## src/rtl/fetch_pc_unit.sv

```systemverilog
// Fetch datapath: program counter, instruction register and status flags driven by the control FSM strobes.
// Optional instret/taken_cnt performance counters are enabled with `define FETCH_PERF_COUNTERS_EN.
module fetch_pc_unit #(
  parameter int unsigned             ADDR_W   = 16,
  parameter logic [ADDR_W-1:0]       RESET_PC = '0,
  parameter int unsigned             DISP_W   = 8
) (
  input  logic              clock,
  input  logic              reset,
  input  logic              pc_en,
  input  logic              pc_mux,
  input  logic              j_en,
  input  logic              ir_en,
  input  logic              flags_en,
  input  logic [15:0]       mem_rdata,
  input  logic [ADDR_W-1:0] jump_target,
  input  logic [4:0]        alu_flags,
  output logic [ADDR_W-1:0] pc,
  output logic [ADDR_W-1:0] link_addr,
  output logic [15:0]       opcode,
  output logic [4:0]        flags,
  output logic              ir_valid,
  output logic              halted
`ifdef FETCH_PERF_COUNTERS_EN
  ,
  output logic [31:0]       instret,
  output logic [31:0]       taken_cnt
`endif
);

  logic [ADDR_W-1:0] disp_ext;
  logic [ADDR_W-1:0] pc_next;
  logic              pc_update;

  // Displacement comes from the opcode held before this edge, relative to the branch's own pc.
  assign disp_ext  = {{(ADDR_W-DISP_W){opcode[DISP_W-1]}}, opcode[DISP_W-1:0]};
  assign pc_update = j_en | pc_en;
  assign link_addr = pc + ADDR_W'(1);

  always_comb begin
    pc_next = pc;
    if (j_en) begin
      pc_next = jump_target;
    end else if (pc_en && pc_mux) begin
      pc_next = pc + disp_ext;
    end else if (pc_en) begin
      pc_next = pc + ADDR_W'(1);
    end
  end

  always_ff @(posedge clock) begin
    if (reset) begin
      pc       <= RESET_PC;
      opcode   <= 16'h0000;
      flags    <= 5'b00000;
      ir_valid <= 1'b0;
      halted   <= 1'b0;
    end else begin
      pc <= pc_next;
      if (ir_en) begin
        opcode   <= mem_rdata;
        ir_valid <= 1'b1;
      end
      if (flags_en) begin
        flags <= alu_flags;
      end
      // A self-targeting update means the program parked itself; flag it but keep executing.
      if (pc_update && (pc_next == pc)) begin
        halted <= 1'b1;
      end
    end
  end

`ifdef FETCH_PERF_COUNTERS_EN
  always_ff @(posedge clock) begin
    if (reset) begin
      instret   <= 32'd0;
      taken_cnt <= 32'd0;
    end else begin
      if (pc_update) begin
        instret <= instret + 32'd1;
      end
      if (j_en || (pc_en && pc_mux)) begin
        taken_cnt <= taken_cnt + 32'd1;
      end
    end
  end
`endif

endmodule

```

## config.mk

```make
export PLATFORM = sky130hd
export DESIGN_NAME = fetch_pc_unit
export DESIGN_NICKNAME = d
export VERILOG_FILES = /design/src/rtl/fetch_pc_unit.sv
export SDC_FILE = /design/constraint.sdc
export NUM_CORES = 1
export LEC_CHECK = 0
export CORE_MARGIN = 8
export CORE_UTILIZATION = 53
export CTS_CLUSTER_DIAMETER = 150
export DETAILED_ROUTE_END_ITERATION = 10
export PLACE_DENSITY = 0.87
export SLEW_MARGIN = 20
export SYNTH_ARGS = -nofsm -noshare
export SYNTH_HDL_FRONTEND = slang
export SYNTH_SLANG_ARGS = --single-unit
export TNS_END_PERCENT = 5
```

## constraint.sdc

```tcl
create_clock -name clock -period 4.25 [get_ports clock]
set_input_delay 0.425 -clock clock [delete_from_list [all_inputs] [get_ports clock]]
set_output_delay 0.425 -clock clock [all_outputs]
set_load 0.1 [all_outputs]
```

==> qor.csv <==
stage,metric,value,unit
detailed_routing,Routed Antenna Nets,0,
pwr,Flop pwr share,29.9,%
detailed_routing,final WL,11800,um
synth,#FFs+latches synth,39,
clocking,clock-pin transition on the worst setup and hold timing paths,0.08,ns
floorplan,width of the die,98.4,um
sta,sum of negative setup slack,0,ns
synth,Syn Inst Count,464,
sta,fin. max-slew vios,0,
pwr,combinational group share of total power,46.1,%
sta,fmax,306,MHz
sta,period utilisation layout,76.9,%
clocking,CTS Root Cell,clkbuf_8,
pwr,Psw,0.000658,W
hold_path,hold wc startpoint,ir_valid,
placement,port bufs,98,
pwr,Max VDD drop,0.000199,V
detailed_routing,DRC viols,0,
synth,syn avg cell area,7.75,sq um
critical_path,Reg-to-Reg End,halted,
synth,Post-Syn Nets,525,
global_route,pin count of the biggest net entering global routing,41,
critical_path,WP data required,3.83,ns
clocking,CTS hold repair buffers,0,
flow_run,total of max-cap violations,0,
critical_path,worst setup path start,pc[1],
finish,antenna fix cells,0,
synth,synth unique cells,69,
clocking,Skew-Pair Late Insertion Delay,0.30,ns
clocking,H-tree depth,2,
sta,worst-margin pin slew,1.04,ns
critical_path,cells along the critical path,ha_1 > nand3_2 > xnor2_1 > clkdlybuf4s50_1,
detailed_routing,Vias/cell,6.40,
clocking,Post-CTS Setup Bufs,0,
detailed_routing,WL/cell,19.0,um
critical_path,r2r startpoint,pc[4],
critical_path,"Slowest-stage cell, CP",clkdlybuf4s50_1,
synth,"FFs w/ async S/R, synth",0,%
finish,layout net count,602,
synth,synthesized area,0.00359,sq mm
floorplan,initial core utilization,53.8,%
placement,dpl hpwl,8920,um
sta,# setup viols final,0,
run_status,outcome,completed,
placement,gpl congestion,0.937,
finish,Filler cells,566,
critical_path,WP buf/inv,1,
finish,layout cell share with drive strength beyond 1,8.30,%
synth,Most used DFF post-synth,dfxtp_1,
hold_path,Hold Path End,ir_valid,
global_route,antenna violations before repair,0,
detailed_routing,total vias in the final route,3983,
pwr,internal power,0.000793,W
synth,"Seq/Total Area, Yosys",21.7,%
hold_path,Hold Path Stages,2,
floorplan,core box area,0.00668,sq mm
detailed_routing,Pre-Repair DR Iteration Count,7,
finish,Final Cell Area,0.00465,sq mm
pwr,Sw Share,45.4,%
critical_path,"delay-heaviest family, CP",buffers and inverters,
finish,area grow syn2layout,29.4,%
critical_path,Worst Reg-to-Reg Cells,9,
global_route,vias in the first global route,3983,
floorplan,floorplan row count,30,
pwr,leakage power,1.90,nW
finish,fin util,69.6,%
floorplan,num ports,99,
critical_path,Worst EP arrival,2.84,ns
clocking,CTS tree,done,
synth,number of synthesized flops with an enable pin,0,
hold_path,worst min path class,reg2reg,
sta,RSZ-0062 raised after global routing,false,
critical_path,Crit. End Element,primary output,
sta,Hold WS,0.485,ns
pwr,Clock Power Share,24.0,%
pwr,PwrDens,312,mW/mm^2
placement,placed cell areas,0.00453,sq mm
clocking,clock buffer depth,2,
critical_path,Worst Path Max Fanout,10,
critical_path,CP max stage delay,1.17,ns
critical_path,CP Launch Type,flop,
sta,Worst Clk Skew,0.0121,ns
clocking,CTS resizes,0,
clocking,clk sinks,39,
global_route,total track usage,23.5,%
critical_path,crit path kind,reg2out,
global_route,first-pass GRT wire length,19100,um
detailed_routing,initial drt markers,334,
synth,"Warnings, synthesis",0,
critical_path,R2R Setup Slk,1.23,ns
sta,Fin. Hold Viols,0,
sta,Max-slew headroom,30.2,%
floorplan,die height,98.4,um
global_route,total grt overflow,0,
sta,minimum clock period,3.27,ns
floorplan,die footprint,0.00967,sq mm
clocking,CTS buffer count,5,
-- synth_stat cells (4+ instances only) --
cell type	count	area, sq um
nor3_1	19	95.1
xnor2_1	19	166
a211oi_1	7	52.6
a21oi_1	31	155
o211ai_1	4	30.0
xor2_1	14	123
ha_1	16	200
o31ai_1	4	30.0
buf_2	4	20.0
buf_4	7	52.6
a22oi_1	5	37.5
mux2i_1	32	320
a221oi_1	6	52.6
nand2b_1	5	31.3
a21o_1	7	52.6
nor2b_1	11	68.8
nor2_1	56	210
inv_1	10	37.5
clkbuf_1	18	67.6
o21ai_0	21	105
o21ai_1	5	25.0
nand2_1	30	113
o21a_1	7	52.6
nand3_1	13	65.1
and3_1	11	68.8
nor4_1	4	25.0
nand4_1	4	25.0
dfxtp_1	39	781
-- sequential cells by signal, indices dropped and copies added, names as in the netlist --
signal,flops
halted,1
opcode,16
ir_valid,1
pc,16
flags,5
-- power groups by stage --
| stage | combinational, W | sequential, W | clock [W] |
|---|---|---|---|
| final | 0.000669 | 0.000434 | 0.000348 |
| after global routing | 0.000703 | 0.000439 | 0.000367 |
| after CTS | 0.000665 | 0.000433 | 0.000351 |
| after detailed placement | 0.000662 | 0.000442 | 0 |
| after global placement | 0.000651 | 0.000440 | 0 |
| after floorplan | 0.000347 | 0.000587 | 0 |
-- kinds of logic (layout without fill, tap and decap cells) --
group / Yosys count / after routing / share of synthesized area, %
buffers and inverters: 44 / 122 / 5.53
and+or+nand+nor: 168 / 168 / 23.6
DFF: 39 / 39 / 21.7
xor gates and xnor gates: 33 / 33 / 8.04
muxes: 32 / 32 / 8.91
AOI/OAI and AO/OA: 131 / 131 / 26.1
adders and majority gates: 17 / 17 / 6.13
-- area by class of cell --
cell class | instances | area (sq um) | area share [%]
flip-flops and latches | 39 | 781 | 16.8
clock inverters | 2 | 38.8 | 0.834
repair buffers | 103 | 993 | 21.4
clock buffers | 6 | 82.6 | 1.78
multi-input cells | 381 | 2620 | 56.2
inverters | 11 | 41.3 | 0.888
well taps | 80 | 100 | 2.15
-- worst max path at each step --
stage                    endpoint  cells after the start
floorplan           link_addr[14]                      5
global placement           halted                      9
detailed placement         halted                      9
CTS                  link_addr[4]                      4
global route         link_addr[4]                      4
finish               link_addr[4]                      4
-- layer usage --
layer | routed length [um] | global-route usage [%]
met1 | 4640 | 28.2
met2 | 5550 | 38.8
met3 | 1320 | 6.76
met4 | 307 | 8.74
met5 | 0 | 0
-- per-stage QoR --
stage | setup slack (ns) | cells | total power [W]
floorplan | 0.184 | 464 | 0.000935
global placement | 1.33 | 614 | 0.00109
detailed placement | 1.27 | 614 | 0.00110
CTS | 1.02 | 622 | 0.00145
global route | 0.885 | 622 | 0.00151
finish | 0.983 | 622 | 0.00145
-- worst reg2reg max path: cells and delay by family (launching register included) --
| kind | cells | cell delay [ns] |
|---|---|---|
| AOI/OAI and AO/OA | 5 | 1.19 |
| DFF | 1 | 0.66 |
| and+or+nand+nor | 2 | 0.44 |
| adders and majority gates | 1 | 0.39 |
| xor gates and xnor gates | 1 | 0.28 |
-- cells in the final DEF, fill, tap and decap left out, drive strengths merged, types with 16 or more instances in the layout --
cell | synthesis | layout
nor3 | 19 | 19
nor2 | 57 | 57
ha | 16 | 16
mux2i | 32 | 32
nand2 | 31 | 31
o21ai | 27 | 27
xnor2 | 19 | 19
a21oi | 31 | 31
clkdlybuf4s50 | 0 | 88
dfxtp | 39 | 39
(Power assumes the default switching activity.)
